`config.mk`:
```
export PLATFORM = sky130hd
export DESIGN_NAME = signed_divider
export DESIGN_NICKNAME = d
export VERILOG_FILES = /design/src/rtl/signed_divider_pkg.sv /design/src/rtl/signed_divider_ctrl.sv /design/src/rtl/signed_divider.sv
export SDC_FILE = /design/constraint.sdc
export NUM_CORES = 1
export LEC_CHECK = 0
export CORE_MARGIN = 2
export CORE_UTILIZATION = 30
export CTS_BUF_LIST = sky130_fd_sc_hd__clkbuf_16
export CTS_CLUSTER_SIZE = 40
export DETAILED_ROUTE_END_ITERATION = 10
export PLACE_DENSITY_LB_ADDON = 0.15
export SYNTH_ARGS = -nofsm -noshare
export SYNTH_HDL_FRONTEND = slang
export SYNTH_HIERARCHICAL = 1
export SYNTH_SLANG_ARGS = --single-unit
```
`constraint.sdc`:
```
create_clock -name clk -period 3.45 [get_ports clk]
set_input_delay 0.69 -clock clk [delete_from_list [all_inputs] [get_ports clk]]
set_output_delay 0.69 -clock clk [all_outputs]
set_load 0.03 [all_outputs]
```
`src/rtl/signed_divider_pkg.sv`:
```
// Shared definitions for the signed restoring divider: state encoding,
// default operand width and the layout of the packed result word.
package signed_divider_pkg;

    localparam int SIZE_DEFAULT = 8;

    // Controller state encoding (3 bits)
    localparam logic [2:0] ST_IDLE   = 3'd0;
    localparam logic [2:0] ST_LOAD_A = 3'd1;
    localparam logic [2:0] ST_LOAD_B = 3'd2;
    localparam logic [2:0] ST_ITER   = 3'd3;
    localparam logic [2:0] ST_FIX    = 3'd4;
    localparam logic [2:0] ST_DONE   = 3'd5;

    typedef enum logic [2:0] {
        S_IDLE   = ST_IDLE,
        S_LOAD_A = ST_LOAD_A,
        S_LOAD_B = ST_LOAD_B,
        S_ITER   = ST_ITER,
        S_FIX    = ST_FIX,
        S_DONE   = ST_DONE
    } state_t;

    // data_out layout: quotient in the low half, remainder in the high half
    localparam int QUOT_OFS = 0;

    function automatic int rem_ofs(input int size);
        return size;
    endfunction

endpackage

```
`src/rtl/signed_divider_ctrl.sv`:
```
// Controller for the signed divider: sequences operand load, SIZE
// restoring iterations and the sign fix-up, and emits datapath strobes.
module signed_divider_ctrl
    import signed_divider_pkg::*;
#(
    parameter int SIZE = SIZE_DEFAULT
) (
    input  logic clk,
    input  logic reset,
    input  logic start,
    output logic load_a,
    output logic load_b,
    output logic iter,
    output logic fix,
    output logic done
);

    localparam int CW = $clog2(SIZE + 1);
    localparam logic [CW-1:0] CNT_INIT = CW'(SIZE);
    localparam logic [CW-1:0] CNT_ONE  = CW'(1);
    localparam logic [CW-1:0] CNT_ZERO = CW'(0);

    state_t         state_r;
    logic [CW-1:0]  count_r;

    // Next-state and iteration counter; reset wins over every transition
    always_ff @(posedge clk) begin
        if (reset) begin
            state_r <= S_IDLE;
            count_r <= CNT_ZERO;
        end else begin
            case (state_r)
                S_IDLE: begin
                    if (start) state_r <= S_LOAD_A;
                    else       state_r <= S_IDLE;
                end
                S_LOAD_A: state_r <= S_LOAD_B;
                S_LOAD_B: begin
                    state_r <= S_ITER;
                    count_r <= CNT_INIT;
                end
                S_ITER: begin
                    count_r <= count_r - CNT_ONE;
                    if (count_r == CNT_ONE) state_r <= S_FIX;
                    else                    state_r <= S_ITER;
                end
                S_FIX: state_r <= S_DONE;
                S_DONE: begin
                    if (start) state_r <= S_LOAD_A;
                    else       state_r <= S_DONE;
                end
                default: begin
                    state_r <= S_IDLE;
                    count_r <= CNT_ZERO;
                end
            endcase
        end
    end

    // Strobes are pure decodes of the state register
    assign load_a = (state_r == S_LOAD_A);
    assign load_b = (state_r == S_LOAD_B);
    assign iter   = (state_r == S_ITER);
    assign fix    = (state_r == S_FIX);
    assign done   = (state_r == S_DONE);

endmodule

```
`src/rtl/signed_divider.sv`:
```
// Multi-cycle signed divider: restoring division on operand magnitudes
// followed by a one-cycle sign fix-up. Operands arrive serially on data_in.
module signed_divider
    import signed_divider_pkg::*;
#(
    parameter int SIZE = SIZE_DEFAULT
) (
    input  logic              clk,
    input  logic              reset,
    input  logic              start,
    input  logic [SIZE-1:0]   data_in,
    output logic [2*SIZE-1:0] data_out,
    output logic              done,
    output logic              dz,
    output logic              ovf
);

    localparam int REM_OFS = rem_ofs(SIZE);
    localparam logic [SIZE-1:0] ONE_C      = {{(SIZE-1){1'b0}}, 1'b1};
    localparam logic [SIZE-1:0] ALL_ONES_C = {SIZE{1'b1}};
    localparam logic [SIZE-1:0] MOST_NEG_C = {1'b1, {(SIZE-1){1'b0}}};

    // Two's-complement negation shared by operand and result sign handling
    function automatic logic [SIZE-1:0] neg(input logic [SIZE-1:0] v);
        return ~v + ONE_C;
    endfunction

    logic load_a_s, load_b_s, iter_s, fix_s;

    signed_divider_ctrl #(.SIZE(SIZE)) u_ctrl (
        .clk    (clk),
        .reset  (reset),
        .start  (start),
        .load_a (load_a_s),
        .load_b (load_b_s),
        .iter   (iter_s),
        .fix    (fix_s),
        .done   (done)
    );

    logic              sign_a_r, sign_b_r, b_zero_r, b_m1_r;
    logic [SIZE-1:0]   abs_a_r, abs_b_r, raw_a_r;
    logic [SIZE:0]     r_r;
    logic [SIZE-1:0]   q_r;
    logic [2*SIZE-1:0] data_out_r;
    logic              dz_r, ovf_r;

    logic [SIZE+1:0]   trial_s;
    logic [SIZE:0]     r_sh_s;
    logic [SIZE-1:0]   quot_s, rem_s;
    logic              ovf_s;
    logic [2*SIZE-1:0] result_s;

    // Trial subtraction of one restoring step and the signed result
    always_comb begin
        r_sh_s  = {r_r[SIZE-1:0], q_r[SIZE-1]};
        trial_s = {r_r, q_r[SIZE-1]} - {2'b00, abs_b_r};
        if (b_zero_r) begin
            quot_s = ALL_ONES_C;
            rem_s  = raw_a_r;
        end else begin
            quot_s = (sign_a_r ^ sign_b_r) ? neg(q_r) : q_r;
            rem_s  = sign_a_r ? neg(r_r[SIZE-1:0]) : r_r[SIZE-1:0];
        end
        ovf_s    = !b_zero_r && (raw_a_r == MOST_NEG_C) && b_m1_r;
        result_s = {(2*SIZE){1'b0}};
        result_s[REM_OFS  +: SIZE] = rem_s;
        result_s[QUOT_OFS +: SIZE] = quot_s;
    end

    // Operand capture: dividend on load_a, divisor on load_b
    always_ff @(posedge clk) begin
        if (reset) begin
            sign_a_r <= 1'b0;
            abs_a_r  <= {SIZE{1'b0}};
            raw_a_r  <= {SIZE{1'b0}};
            sign_b_r <= 1'b0;
            abs_b_r  <= {SIZE{1'b0}};
            b_zero_r <= 1'b0;
            b_m1_r   <= 1'b0;
        end else if (load_a_s) begin
            sign_a_r <= data_in[SIZE-1];
            abs_a_r  <= data_in[SIZE-1] ? neg(data_in) : data_in;
            raw_a_r  <= data_in;
        end else if (load_b_s) begin
            sign_b_r <= data_in[SIZE-1];
            abs_b_r  <= data_in[SIZE-1] ? neg(data_in) : data_in;
            b_zero_r <= (data_in == {SIZE{1'b0}});
            b_m1_r   <= (data_in == ALL_ONES_C);
        end else begin
            sign_a_r <= sign_a_r;
        end
    end

    // Partial remainder / quotient shift register for the restoring loop
    always_ff @(posedge clk) begin
        if (reset) begin
            r_r <= {(SIZE+1){1'b0}};
            q_r <= {SIZE{1'b0}};
        end else if (load_b_s) begin
            r_r <= {(SIZE+1){1'b0}};
            q_r <= abs_a_r;
        end else if (iter_s) begin
            if (!trial_s[SIZE+1]) begin
                r_r <= trial_s[SIZE:0];
                q_r <= {q_r[SIZE-2:0], 1'b1};
            end else begin
                r_r <= r_sh_s;
                q_r <= {q_r[SIZE-2:0], 1'b0};
            end
        end else begin
            r_r <= r_r;
        end
    end

    // Result and flags are written only in the fix-up cycle and held otherwise
    always_ff @(posedge clk) begin
        if (reset) begin
            data_out_r <= {(2*SIZE){1'b0}};
            dz_r       <= 1'b0;
            ovf_r      <= 1'b0;
        end else if (fix_s) begin
            data_out_r <= result_s;
            dz_r       <= b_zero_r;
            ovf_r      <= ovf_s;
        end else begin
            data_out_r <= data_out_r;
        end
    end

    assign data_out = data_out_r;
    assign dz       = dz_r;
    assign ovf      = ovf_r;

endmodule

```
==> key figures <==
Outcome
  • Status: finished clean

Run
  • Max_cap viols: 0

Floorplanning
  • Die Ht: 114.1 um
  • IO Pins: 30
  • Area of the core: 0.01191 mm^2
  • DIE AREA: 0.01301 mm^2
  • Initial core utilization: 30.50%
  • Site Rows: 40
  • Die Wd: 114.1 um

Synth
  • Most frequent cell after synthesis: nor2_1
  • Mapped Area: 0.003633 mm^2
  • Yosys reg bits: 68
  • Async set-reset flop share out of synthesis: 0%
  • Yosys Warn Count: 6
  • Leading area contributor after synthesis: dfxtp_1
  • Cell variety after synth: 54
  • Top FF cell, synth: dfxtp_1
  • Top-area cell type share of the netlist area: 37.47%
  • Post-synthesis area per instance: 8.411 um^2
  • Seq/Total Area, Yosys: 37.47%
  • Syn Nets: 458
  • Synth area leaders: dfxtp_1 (37%), mux2i_1 (8.8%), nor2_1 (7.1%), ha_1 (4.8%), a21oi_1 (4.3%)
  • Post-Syn Instances: 432
  • Post-synth top cells: nor2_1 (69), dfxtp_1 (68), mux2i_1 (32)
  • EDFF count, synth: 0

Route
  • Via density: 5.070
  • Detailed Route Iter0 Violations: 120
  • DR WL/cell: 15.14 um
  • WL final: 9131 um
  • DR vias: 3057
  • Final ANT Viol Nets: 0
  • TritonRoute pass-1 iters: 4
  • Detailed-route DRC error count: 0

Global route
  • Initial antenna violation count: 0
  • Number of global-route vias before repair: 2904
  • Largest net degree at the start of global routing: 60
  • Total gr overflow: 0
  • GRT Total Usage: 14.89%
  • First-pass GRT wire length: 15160 um

Worst setup path
  • Critical path launch point type: register
  • Crit path max fanout: 12
  • Reg2Reg Depth: 8
  • CP Capture Type: primary output
  • Crit path DAT: 1.78 ns
  • Crit Path Category: register to primary output
  • Worst Path Required: 2.76 ns
  • FF-to-FF Start: abs_b_r[1]$_SDFFE_PP0P_
  • FF-to-FF setup slack: 1.14 ns
  • Worst r2r dst: r_r[3]$_SDFFE_PP0P_

Clock tree
  • CTS buffer count: 9
  • Hold buffer count at cts: 0
  • TritonCTS clock tree: yes
  • CTS Buffer Depth: 2
  • Resize count post-CTS: 0
  • H-tree levels: 3
  • Clock-pin slew on the worst setup and hold paths: 0.06 ns
  • Postcts setup bufs: 0
  • CTS Sinks: 68
  • Skew-Pair Late Insertion Delay: 0.33 ns
  • Root buffer cell: clkbuf_16

Timing
  • Min Tclk post-route: 2.469 ns
  • Period Utilization, post-route: 71.57%
  • Slew margin rel.: 33.79%
  • Maximum operating frequency: 405.0 MHz
  • RSZ-0062 raised after global routing: false
  • Post-route setup TNS: 0 ns
  • # setup viols final: 0
  • Skew final: 0.008047 ns
  • Worst Setup Slack, final: 0.9810 ns
  • Final Hold Fails: 0
  • Slew @ Worst Pin: 0.9895 ns
  • Final slew viol count: 0

Cells and area
  • Layout Area Growth over Synthesis: 20.01%
  • Share of layout cells above drive strength 1: 7.675%
  • Post-Layout Cell Count: 603
  • Layout Nets: 477
  • Antenna Diode Count: 0

Pwr
  • Static leakage: 1.567 nW
  • Worst VDD drop: 0.2240 mV
  • Overall power: 2.217 mW
  • Pwr per Cell Area: 508.4 mW/mm^2

Placement
  • Routability cong.: 0.8031
  • Port bufs: 29
  • DP Cell Count: 587
  • DP Wirelength: 6561 um
  • Pre-CTS setup slack: 1.083 ns

Hold path
  • Hold Path Sink: abs_b_r[7]$_SDFFE_PP0P_
  • WHS Path Cells: 2
  • Min-Delay Path Class: register to register
  • Min-Delay Startpoint: abs_b_r[7]$_SDFFE_PP0P_
==> cell families (layout without fill, tap and decap cells) <==
group,count (synthesis),count (layout),share of synthesized area (%)
multiplexers,32,32,8.816
AND/OR/NAND/NOR,143,143,19.08
XOR/XNOR,22,22,5.510
adder cells (fa/ha/maj),15,15,5.372
buffers and inverters,49,73,5.544
flip-flops,68,68,37.47
AO/OA/AOI/OAI,103,103,18.22
==> worst max path at each step <==
stage,from,end,slack [ns],cells past startpoint
2_1_floorplan,u_ctrl/state_r[2]$_SDFF_PP0_,data_out[14]$_SDFFE_PP0P_,1.50,6
3_3_place_gp,data_in[0],abs_a_r[4]$_SDFFE_PP0P_,1.09,7
3_5_place_dp,data_in[0],abs_b_r[4]$_SDFFE_PP0P_,1.08,7
4_1_cts,u_ctrl/state_r[2]$_SDFF_PP0_,done,0.95,2
5_1_grt,u_ctrl/state_r[2]$_SDFF_PP0_,done,0.88,2
6_report,u_ctrl/state_r[2]$_SDFF_PP0_,done,0.98,2
==> registers in the layout, summed over array words and instances (netlist names), 3 cells and up <==
name,flops
abs_b_r,8
u_ctrl/count_r,4
raw_a_r,6
q_r,8
data_out,16
abs_a_r,8
r_r,9
u_ctrl/state_r,3
==> per-stage QoR <==
step           utilization, %  hold WS (ns)  instance area (um^2)
6_report                36.61        0.4629                  4360
5_1_grt                 36.61        0.4908                  4360
4_1_cts                 36.61        0.4640                  4360
3_5_place_dp            33.95        0.4562                  4044
3_3_place_gp            33.95        0.4506                  4044
2_1_floorplan               -        0.4363                  3633
==> layout by cell type, fill, tap and decap left out, drive strengths merged, types with 2 or more instances in the layout <==
cell / netlist / layout
a211oi: 16 / 16
a21boi: 2 / 2
a21oi: 31 / 31
a22oi: 2 / 2
a31oi: 2 / 2
buf: 11 / 7
bufinv: 0 / 2
clkbuf: 16 / 9
clkdlybuf4s50: 0 / 28
clkinv: 0 / 5
dfxtp: 68 / 68
ha: 14 / 14
inv: 22 / 22
mux2i: 32 / 32
nand2: 18 / 18
nand2b: 5 / 5
nand3: 10 / 10
nand3b: 2 / 2
nand4: 4 / 4
nand4b: 3 / 3
nor2: 70 / 70
nor2b: 7 / 7
nor3: 9 / 9
nor3b: 4 / 4
o211ai: 5 / 5
o21a: 3 / 3
o21ai: 20 / 20
o22ai: 9 / 9
o31a: 2 / 2
o31ai: 6 / 6
or3: 2 / 2
or4: 3 / 3
xnor2: 10 / 10
xor2: 12 / 12
==> metal layers <==
metal	global-route usage, %	wire length [um]
met2	22.62	3988
met3	3.494	237
met5	0	0
met4	5.528	227
met1	20.56	4677
==> power breakdown <==
part	leakage (nW)	switching, mW	internal [mW]
clock network	0.157	0.344	0.630
registers	0.552	0.0430	0.821
logic	0.859	0.217	0.163
total	1.57	0.604	1.61
==> critical path, stage by stage (launching register included) <==
cell and delay (ns):
dfxtp_1 0.58, and3_1 0.21, clkdlybuf4s50_1 0.66
==> layout make-up <==
class / instances / area [um^2]
repair buffers: 35 / 330.3
flip-flops and latches: 68 / 1361
fillers: 1258 / 7551
inverters: 22 / 82.58
multi-input cells: 315 / 2086
clock buffers: 9 / 225.2
clock inverters: 7 / 91.34
well taps: 147 / 183.9
Note: power is estimated with default switching activity, not from simulation.
